### src/rtl/top_if_mult.sv
// rtl/top_if_mult.sv - pipelined multiplier with valid tracking; `TOP_IF_MULT_SIGNED_EN selects signed operands
// Data in each stage only advances alongside a valid bit, so c keeps the last product while bubbles pass.
module top_if_mult #(
  parameter int A_W     = 4,
  parameter int B_W     = 4,
  parameter int LATENCY = 1
) (
  input  logic               clk,
  input  logic               rst_n,
  input  logic               en,
  input  logic               in_valid,
  input  logic [A_W-1:0]     a,
  input  logic [B_W-1:0]     b,
  output logic [A_W+B_W-1:0] c,
  output logic               out_valid
);
  localparam int P_W = A_W + B_W;

  generate
    if (LATENCY < 1 || LATENCY > 8) begin : g_bad_latency
      $error("top_if_mult: LATENCY must be in 1..8");
    end
  endgenerate

  logic [P_W-1:0] w_prod;

`ifdef TOP_IF_MULT_SIGNED_EN
  // Sign-extend to the full product width; the low P_W bits are the exact signed product.
  assign w_prod = $signed({{B_W{a[A_W-1]}}, a}) * $signed({{A_W{b[B_W-1]}}, b});
`else
  assign w_prod = {{B_W{1'b0}}, a} * {{A_W{1'b0}}, b};
`endif

  logic [P_W-1:0]     r_data [LATENCY];
  logic [LATENCY-1:0] r_vld;

  always_ff @(posedge clk or negedge rst_n) begin
    if (!rst_n) begin
      r_vld <= '0;
      for (int i = 0; i < LATENCY; i++) r_data[i] <= '0;
    end else if (en) begin
      r_vld[0] <= in_valid;
      if (in_valid) r_data[0] <= w_prod;
      for (int i = 1; i < LATENCY; i++) begin
        r_vld[i] <= r_vld[i-1];
        if (r_vld[i-1]) r_data[i] <= r_data[i-1];
      end
    end
  end

  assign c         = r_data[LATENCY-1];
  assign out_valid = r_vld[LATENCY-1];

endmodule

### config.mk
export PLATFORM = sky130hd
export DESIGN_NAME = top_if_mult
export DESIGN_NICKNAME = d
export VERILOG_FILES = /design/src/rtl/top_if_mult.sv
export SDC_FILE = /design/constraint.sdc
export NUM_CORES = 1
export LEC_CHECK = 0
export ABC_AREA = 0
export BUFFER_PORTS_ARGS = -buffer_cell sky130_fd_sc_hd__buf_4
export CORE_MARGIN = 2
export CORE_UTILIZATION = 45
export CTS_CLUSTER_SIZE = 8
export DETAILED_ROUTE_END_ITERATION = 16
export PLACE_DENSITY = 0.7
export RECOVER_POWER = 100
export SLEW_MARGIN = 10
export SYNTH_ARGS = -nofsm -noshare
export SYNTH_HDL_FRONTEND = slang
export SYNTH_SLANG_ARGS = --single-unit
### constraint.sdc
create_clock -name clk -period 2.4 [get_ports clk]
set_clock_uncertainty 0.1 [all_clocks]
set_input_delay 0.48 -clock clk [delete_from_list [all_inputs] [get_ports clk]]
set_output_delay 0.48 -clock clk [all_outputs]
set_load 0.1 [all_outputs]
== Yosys cells after proc, flatten, opt, wreduce, memory -nomap -nowiden ==
Index checks and enable logic that the tools add are counted.

* Reductions and logical operators: 1
* Multiply operators: 1

{| class="wikitable"
|+ Operators by type and width
! cell !! count
|-
| $mul A4 B4 Y8 || 1
|-
| $reduce_and A2 Y1 || 1
|}

* Word-level logic and storage cells: 4
* Flip-flop bits (word level): 9
* Input port bits: 12
* Output and inout port bits: 9

== Longest topological paths before layout ==
Gate-level depths: netlist (run 1).

* Depth after elaboration: 1
* Mapped depth: 8
* Depth with buffers taken out: 8

== Least setup slack after synthesis (run 1) ==
No wires, ideal clock.

* Kind: input-to-reg
* From: input port a[0]
* To: register r_data (netlist bit c[5])
* Buffers on the path: 0
* Data required time: 2231 ps
* Data arrival time: 2513 ps
* Setup time: 69 ps
* Stages on the path: 8
* Slack: -282 ps
* Path through: nand2_1 -> fa_1 -> inv_1 -> fa_1 -> ha_1 -> clkinv_1 -> or4_1 -> nand3_1

* Word-level cells in the longest chain between the ends: 1

{| class="wikitable"
|+ Ends and longest elaborated chain
! element !! line !! source
|-
| start, declared || 12 || <nowiki>input logic [A_W-1:0] a,</nowiki>
|-
| $mul A4 B4 Y8 || 31 || <nowiki>assign w_prod = {{B_W{1'b0}}, a} * {{A_W{1'b0}}, b};</nowiki>
|-
| end signal, assigned by index || 46 || <nowiki>if (r_vld[i-1]) r_data[i] <= r_data[i-1];</nowiki>
|-
| end, declared || 34 || <nowiki>logic [P_W-1:0] r_data [LATENCY];</nowiki>
|}

Every way passes these cells.
A chain may end at the register's enable or synchronous reset.

== Worst setup path after layout (run 1) ==
* From: input port b[1]
* To: register r_data (netlist bit c[6])

* Word-level cells in the longest chain between the ends: 1

{| class="wikitable"
|+ Ends and longest elaborated chain
! element !! line !! source
|-
| start, declared || 13 || <nowiki>input logic [B_W-1:0] b,</nowiki>
|-
| $mul A4 B4 Y8 || 31 ||
|}

Every way passes these cells.

==> qor.txt, run 1 <==
CP endpoint kind -> register
PD cells -> 712.5 nW/um2
DPL Wire Length -> 1505 um
Max Slew Vio Count -> 0
Core area -> 1689 um2
Syn Area/Cell -> 9.916 um2
N_diodes -> 0
Die height -> 45.99 um
Met1 GRT Util -> 29.58%
Die area -> 2115 um2
Synth unique cells -> 26
Final Total Pwr -> 0.8451 mW
Root buf cell -> clkbuf_4
Starting Density -> 46.96%
Drt first pass iters -> 4
Psw -> 0.4379 mW
Setup violators final -> 3
WL final -> 2093 um
Met3 GRT Util -> 7.143%
Syn Inst Count -> 80
GR Layer Usage met2 -> 36.11%
Initial antenna violation count -> 0
Fraction of layout cells with a size suffix above 1 -> 39.66%
Commonest non-fill, non-tap cells in the layout -> buf_4 (19), and2_1 (11), clkbuf_1 (10)
Post-route minimum period -> 2.464 ns
Arr. time, crit path -> 2.56 ns
First DRT Iteration DRCs -> 11
Final #Nets -> 145
Drt drc -> 0
Clock share of power -> 14.1%
Final core occ -> 70.22%
Die Wd -> 45.99 um
CP cell instances -> buf_8, nand2_8, fa_1, inv_2, fa_2, fa_2, a21oi_2, or4_1, nand3_1
Crit Path Max Fanout -> 3
Status -> complete, but fails checks
Commonest non-fill, non-tap cell in the layout -> buf_4
Avg WL per Cell -> 15.74 um
Vias -> 732
Port buffer count -> 20
CTS tree -> done
Post-synthesis cell area -> 793.3 um2
Overflow after GRT -> 0
Cell family with most CP delay -> adder cells
Internal Power -> 0.4072 mW
Peak supply drop -> 0.0006826 V
CTS clk-pin slew, worst paths -> 0.06 ns
Crit Path Class -> in -> reg
CTS Sinks -> 9
Final ANT Viol Nets -> 0
Top Usage Layer GRT -> met2
Final hold slack -> 0.3595 ns
Worst Path Required -> 2.50 ns
Pre-CTS setup slack -> -0.3677 ns
Total global routing track utilization -> 22.58%
Sequential fraction of the synthesis area -> 28.39%
CP bufs+invs -> 2
Rows -> 15
Layout area overhead -> 49.53%
Clock tree buffer depth -> 2
Startpoint Class -> primary input
Vias in the first global route -> 809
Worst-Margin Slew -> 1.172 ns
Crit path largest cell delay -> 0.57 ns
Mapped Nets -> 108
Seq pwr share -> 23.9%
Worst-Skew Late Latency -> 0.26 ns
Via/cell ratio -> 5.504
Final worst slack -> -0.06402 ns
Max Freq -> 0.4058 GHz
First-pass GRT wire length -> 3374 um
I/O Pins -> 21
Worst slew margin -> 22.22%
Fin. Hold Viols -> 0
CP most frequent cell -> fa_2
Sw Ratio -> 51.82%
RSZ-0062 raised after global routing -> yes
Combinational share of power -> 62.0%
Slowest stage cell, crit path -> fa_2
Hold Crit Class -> in -> reg
Tcrit/Tclk final -> 102.7%
Layout Cells excl Fill -> 133
FF+latch count, synth -> 9
Synth Warn # -> 0
CTS Buf Count -> 3
Failing checks -> negative setup slack
Leak pwr -> 0.5447 nW
Final GP Congestion -> 0.7948
H-tree Lvls -> 1
Max Cap Viol -> 0
Placed cells -> 126
Largest net degree at the start of global routing -> 10
## cells in the mapped netlist
cell type | number | area (um2)
and4b_1 | 1 | 10.01
and2_1 | 12 | 75.07
mux2_2 | 2 | 22.52
nand3b_1 | 1 | 7.510
ha_1 | 12 | 150.1
o211ai_1 | 1 | 7.510
nand2_1 | 6 | 22.52
or3_1 | 1 | 6.260
fa_1 | 4 | 80.08
and2_2 | 1 | 7.510
xnor2_1 | 1 | 8.760
mux2_1 | 1 | 11.26
nand2_2 | 1 | 6.260
o21ai_0 | 3 | 15.01
nand3_1 | 3 | 15.01
clkinv_1 | 1 | 3.750
a2bb2oi_1 | 1 | 8.760
a21oi_1 | 4 | 20.02
inv_1 | 6 | 22.52
or4_1 | 2 | 15.01
buf_2 | 1 | 5.000
o2111ai_1 | 3 | 26.28
a211oi_1 | 1 | 7.510
a31oi_1 | 1 | 6.260
dfrtp_1 | 9 | 225.2
a21boi_0 | 1 | 7.510
## kinds of logic after synthesis
group	after synthesis	synth area share, %
DFF	9	28.39
xor gates and xnor gates	1	1.104
muxes	3	4.258
and+or+nand+nor	28	20.82
AOI/OAI and AO/OA	15	12.46
adders and majority gates	16	29.02
buffers and inverters	8	3.942
## through the flow
stage	instance area [um2]	TNS [ns]
2_1_floorplan	830.8	-0.4952
3_3_place_gp	1072	-1.448
3_5_place_dp	1072	-1.675
4_1_cts	1166	-0.2295
5_1_grt	1186	-0.2706
6_report	1186	-0.1529
## worst paths after layout
check / start / to / slack (ns) / depth (start not counted)
setup / recovery: b[1] / c[6]$_DFFE_PN0P_ / -0.06 / 9
hold / removal: en / out_valid$_DFFE_PN0P_ / 0.36 / 2
setup reg to reg: c[5]$_DFFE_PN0P_ / c[5]$_DFFE_PN0P_ / 1.42 / 3
hold reg to reg: c[0]$_DFFE_PN0P_ / c[0]$_DFFE_PN0P_ / 0.39 / 2
max in group asynchronous: rst_n / c[1]$_DFFE_PN0P_ / 1.25 / 2
min in group asynchronous: rst_n / c[6]$_DFFE_PN0P_ / 0.60 / 2
## final cells by class
type / count / area [um2]
Inverter: 7 / 26.28
Multi-Input combinational cell: 63 / 654.4
Clock buffer: 4 / 26.28
Timing Repair Buffer: 33 / 232.7
Fill cell: 131 / 503.0
Sequential cell: 9 / 225.2
Tap cell: 17 / 21.27
## power by group through the flow
stage	clock, mW	sequential (mW)	combinational, mW
after CTS	0.122	0.202	0.514
final	0.119	0.202	0.524
after floorplan	0	0.433	0.123
after global routing	0.133	0.206	0.549
after detailed placement	0	0.205	0.490
after global placement	0	0.203	0.483
## worst reg2reg max path, cell delays in order, from the launching register on
cell,delay [ns]
dfrtp_1,0.38
a21boi_0,0.13
a31oi_1,0.15
nand3_1,0.10
## per-layer routing
metal / vias up / share of wire (%)
met1: 356 / 46
met4: 0 / 0
met2: 17 / 50
met5: - / 0
li1: 359 / -
met3: 0 / 4.0
## repair_timing
action / in CTS / in global routing
pin swaps: 2 / 8
gates resized for setup: 11 / 9
gates cloned: 0 / 0
setup endpoints to repair: 4 / 5
endpoints found under the hold margin: 9 / 0
hold buffers: 1 / 0
setup buffers: 1 / 1
## flip-flops by register name (all words and copies together), names as in the netlist
| register | cells |
|---|---|
| out_valid | 1 |
| c | 8 |
No activity file was read; power rests on OpenSTA's default activity.
==> run 2, diff against run 1 <==
- REMOVE_ABC_BUFFERS: unset -> 1
- SLEW_MARGIN: 10 -> 15
==> qor.txt, run 2 (synthesized netlist as in run 1, its figures left out) <==
Final GP Congestion -> 0.7653
Setup violators final -> 3
Number of flip-flops under the largest register name -> 8
CTS Sinks -> 9
Worst-Skew Late Latency -> 0.26 ns
Pre-CTS setup slack -> -0.4824 ns
Clock tree buffer depth -> 2
Max Slew Vio Count -> 0
Initial antenna violation count -> 0
Total global routing track utilization -> 19.95%
Fin. Hold Viols -> 0
Layout Cells excl Fill -> 133
Root buf cell -> clkbuf_4
Peak supply drop -> 0.0002853 V
First DRT Iteration DRCs -> 19
WL final -> 1928 um
Failing checks -> negative setup slack
N_diodes -> 0
Leak pwr -> 0.5460 nW
Die height -> 45.99 um
Overflow after GRT -> 0
Cell family with most CP delay -> adder cells
Crit path largest cell delay -> 0.57 ns
Die area -> 2115 um2
Drt drc -> 0
Worst r2r src -> c[5]$_DFFE_PN0P_
R2R cell count -> 3
Hold Crit Class -> in -> reg
Die Wd -> 45.99 um
R2R Path End -> c[5]$_DFFE_PN0P_
Fraction of layout cells with a size suffix above 1 -> 40.52%
CP cell instances -> buf_8, nand2_4, fa_1, inv_1, fa_2, fa_2, a21oi_2, or4_1, nand3_1
Vias in the first global route -> 730
Status -> complete, but fails checks
Max Freq -> 0.4116 GHz
Startpoint Class -> primary input
Crit Path Max Fanout -> 3
CTS tree -> done
Post-route minimum period -> 2.430 ns
H-tree Lvls -> 1
Hold path cells -> 2
Cell area after layout -> 1190 um2
CP bufs+invs -> 2
Arr. time, crit path -> 2.53 ns
Hold Path Origin -> en
First-pass GRT wire length -> 2994 um
Slowest stage cell, crit path -> fa_2
Tcrit/Tclk final -> 101.2%
CTS Buf Count -> 3
CP most frequent cell -> fa_2
Worst-Margin Slew -> 1.177 ns
FILL cells -> 137
Worst R2R Setup Slack -> 1.46 ns
Core area -> 1689 um2
Worst slew margin -> 21.89%
Final Total Pwr -> 0.8337 mW
RSZ-0062 raised after global routing -> yes
Starting Density -> 46.96%
Worst Path Required -> 2.50 ns
CP endpoint kind -> register
DPL Wire Length -> 1366 um
Commonest non-fill, non-tap cell in the layout -> buf_4
Final ANT Viol Nets -> 0
PD cells -> 700.7 nW/um2
Final core occ -> 70.44%
Max Cap Viol -> 0
Port buffer count -> 20
Final #Nets -> 145
Final hold slack -> 0.3537 ns
Drt first pass iters -> 4
Commonest non-fill, non-tap cells in the layout -> buf_4 (18), and2_1 (11), clkbuf_1 (11)
Rows -> 15
I/O Pins -> 21
Dpl cell area -> 1042 um2
Via/cell ratio -> 5.602
Placed cells -> 127
Final worst slack -> -0.02969 ns
Layout area overhead -> 50.00%
Setup_tns -> -0.06798 ns
Vias -> 745
Largest net degree at the start of global routing -> 10
CTS clk-pin slew, worst paths -> 0.06 ns
Crit Path Class -> in -> reg
Avg WL per Cell -> 14.50 um
Worst Hold End -> out_valid$_DFFE_PN0P_
[run 2: report_power, final]
group | internal (mW) | switching (mW)
Sequential | 0.183 | 0.0156
Clock | 0.0642 | 0.0555
Combinational | 0.156 | 0.359
Total | 0.403 | 0.430
[run 2: worst max-delay path by stage]
| stage | start | slack [ns] | cells after the start | endpoint |
|---|---|---|---|---|
| 2_1_floorplan | a[0] | -0.28 | 8 | c[5]$_DFFE_PN0P_ |
| 3_5_place_dp | a[0] | -0.48 | 9 | c[7]$_DFFE_PN0P_ |
| 3_3_place_gp | a[0] | -0.45 | 9 | c[6]$_DFFE_PN0P_ |
| 5_1_grt | b[3] | -0.12 | 9 | c[6]$_DFFE_PN0P_ |
| 6_report | b[3] | -0.03 | 9 | c[6]$_DFFE_PN0P_ |
| 4_1_cts | b[3] | -0.02 | 9 | c[6]$_DFFE_PN0P_ |
[run 2: what timing repair did]
action	4_1_cts	5_1_grt
pin swaps	5	6
gates resized for setup	16	10
endpoints found under the hold margin	9	0
hold buffers	1	0
setup endpoints to repair	5	5
gates cloned	0	0
setup buffers	1	0
[run 2: worst reg2reg max path, stage by stage (launching register included)]
cell      delay, ns
dfrtp_1        0.37
a21boi_0       0.12
a31oi_1        0.14
nand3_1        0.09
[run 2: area by class of cell]
class                   instances  area [um2]  share of cell area (%)
repair buffers                 33       227.7                   19.14
multi-input cells              63       663.1                   55.73
flip-flops and latches          9       225.2                   18.93
clock buffers                   4       26.28                   2.208
well taps                      17       21.27                   1.788
inverters                       7       26.28                   2.208
[run 2: layer usage]
layer	global-route usage (%)	wire length, um
met5	0	0
met4	8.571	27
met3	2.381	81
met2	34.17	1002
met1	24.82	817
==> run 3, diff against run 2 <==
- CORE_MARGIN: 2 -> unset
- CTS_CLUSTER_SIZE: 8 -> unset
- MAX_ROUTING_LAYER: unset -> met4
==> qor.txt, run 3 (synthesized netlist as in run 1, its figures left out) <==
Status -> complete, but fails checks
Failing checks -> design-rule violations, negative setup slack
Final Total Pwr -> 0.8153 mW
Fraction of layout cells with a size suffix above 1 -> 35.65%
Core area -> 1577 um2
H-tree Lvls -> 1
FILL cells -> 113
Max Freq -> 0.4118 GHz
Peak supply drop -> 0.0006622 V
WL met3 -> 88 um
Tcrit/Tclk final -> 101.2%
CTS clk-pin slew, worst paths -> 0.06 ns
I/O Pins -> 21
N_diodes -> 0
Starting Density -> 50.32%
Wl on met1 -> 779 um
Max Slew Vio Count -> 0
Seq pwr share -> 24.4%
Clock tree buffer depth -> 2
Worst-Margin Slew -> 1.167 ns
Setup violators final -> 3
Max Used Layer -> met4
Final worst slack -> -0.02845 ns
Via/cell ratio -> 5.626
Drt first pass iters -> 10
PD cells -> 703.7 nW/um2
Post-route minimum period -> 2.428 ns
Avg WL per Cell -> 14.21 um
CTS Sinks -> 9
Startpoint Class -> primary input
Fin. Hold Viols -> 0
RSZ-0062 raised after global routing -> yes
Leak pwr -> 0.5308 nW
Vias -> 737
Total global routing track utilization -> 22.33%
Worst-Skew Late Latency -> 0.27 ns
Final core occ -> 73.49%
Commonest non-fill, non-tap cells in the layout -> buf_4 (17), clkbuf_1 (12), and2_1 (11)
Post-CTS setup buffers -> 0
Pre-CTS setup slack -> -0.4499 ns
Combinational share of power -> 60.9%
Largest net degree at the start of global routing -> 10
Number of flip-flops under the largest register name -> 8
First-pass GRT wire length -> 3070 um
Clock share of power -> 14.7%
Sw Ratio -> 51.93%
CTS tree -> done
Root buf cell -> clkbuf_4
Layout area overhead -> 46.06%
Final GP Congestion -> 0.7606
Hold Crit Class -> reg -> reg
Worst Path Required -> 2.50 ns
Rows -> 14
Die Wd -> 43.99 um
Crit Path Class -> in -> reg
Final ANT Viol Nets -> 0
Arr. time, crit path -> 2.53 ns
CP endpoint kind -> register
Final #Nets -> 144
Setup_tns -> -0.06033 ns
Vias in the first global route -> 705
Dpl cell area -> 1041 um2
Psw -> 0.4234 mW
Worst slew margin -> 22.51%
Met2 wire length -> 984 um
Max Cap Viol -> 0
Overflow after GRT -> 0
Drt drc -> 1
Port buffer count -> 20
CTS Buf Count -> 3
Crit Path Max Fanout -> 3
WL final -> 1861 um
First DRT Iteration DRCs -> 10
Die height -> 43.99 um
Initial antenna violation count -> 0
Commonest non-fill, non-tap cell in the layout -> buf_4
Cell area after layout -> 1159 um2
Internal Power -> 0.3919 mW
DPL Wire Length -> 1368 um
Die area -> 1935 um2
-- run 3: worst paths after layout --
check | start | end | slack, ns | cells after the start
worst max-delay path | a[2] | c[6]$_DFFE_PN0P_ | -0.03 | 9
worst min-delay path | c[4]$_DFFE_PN0P_ | c[4]$_DFFE_PN0P_ | 0.40 | 2
worst max register to register | c[5]$_DFFE_PN0P_ | c[5]$_DFFE_PN0P_ | 1.44 | 3
worst min register to register | c[4]$_DFFE_PN0P_ | c[4]$_DFFE_PN0P_ | 0.40 | 2
max in group asynchronous | rst_n | c[1]$_DFFE_PN0P_ | 1.26 | 2
min in group asynchronous | rst_n | out_valid$_DFFE_PN0P_ | 0.60 | 2
-- run 3: power groups by stage --
| stage | Combinational [mW] | Sequential, mW | Clock (mW) |
|---|---|---|---|
| global placement | 0.464 | 0.200 | 0 |
| global route | 0.526 | 0.202 | 0.129 |
| floorplan | 0.106 | 0.432 | 0 |
| finish | 0.497 | 0.199 | 0.120 |
| detailed placement | 0.469 | 0.201 | 0 |
| CTS | 0.509 | 0.200 | 0.120 |
-- run 3: per-stage QoR --
| step | hold slack (ns) | instances |
|---|---|---|
| 2_1_floorplan | 0.08441 | 79 |
| 3_3_place_gp | 0.2088 | 126 |
| 3_5_place_dp | 0.2112 | 126 |
| 4_1_cts | 0.3429 | 131 |
| 5_1_grt | 0.4312 | 131 |
| 6_report | 0.4018 | 131 |
-- run 3: metal layers --
layer  vias to the layer above  track usage, %
li1                        358               -
met1                       357           29.69
met2                        18           34.63
met3                         4           6.250
met4                         0           3.636
met5                         -               -
-- run 3: layout make-up --
cell class | count | area (um2) | share of cell area (%)
Clock buffer | 4 | 26.28 | 2.268
Inverter | 7 | 26.28 | 2.268
Multi-Input combinational cell | 63 | 640.6 | 55.29
Sequential cell | 9 | 225.2 | 19.44
Tap cell | 16 | 20.02 | 1.728
Timing Repair Buffer | 32 | 220.2 | 19.01
-- run 3: repair_timing --
item	in CTS	in global routing
endpoints found under the hold margin	9	0
hold buffers	1	0
setup endpoints to repair	5	5
pin swaps	9	2
gates resized for setup	18	5
-- run 3: critical path, cell delays in order --
cell and delay, ns:
buf_8 0.08, nand2_4 0.04, fa_1 0.52, inv_1 0.05, fa_2 0.57, fa_2 0.23
a21oi_2 0.06, or4_1 0.39, nand3_1 0.09
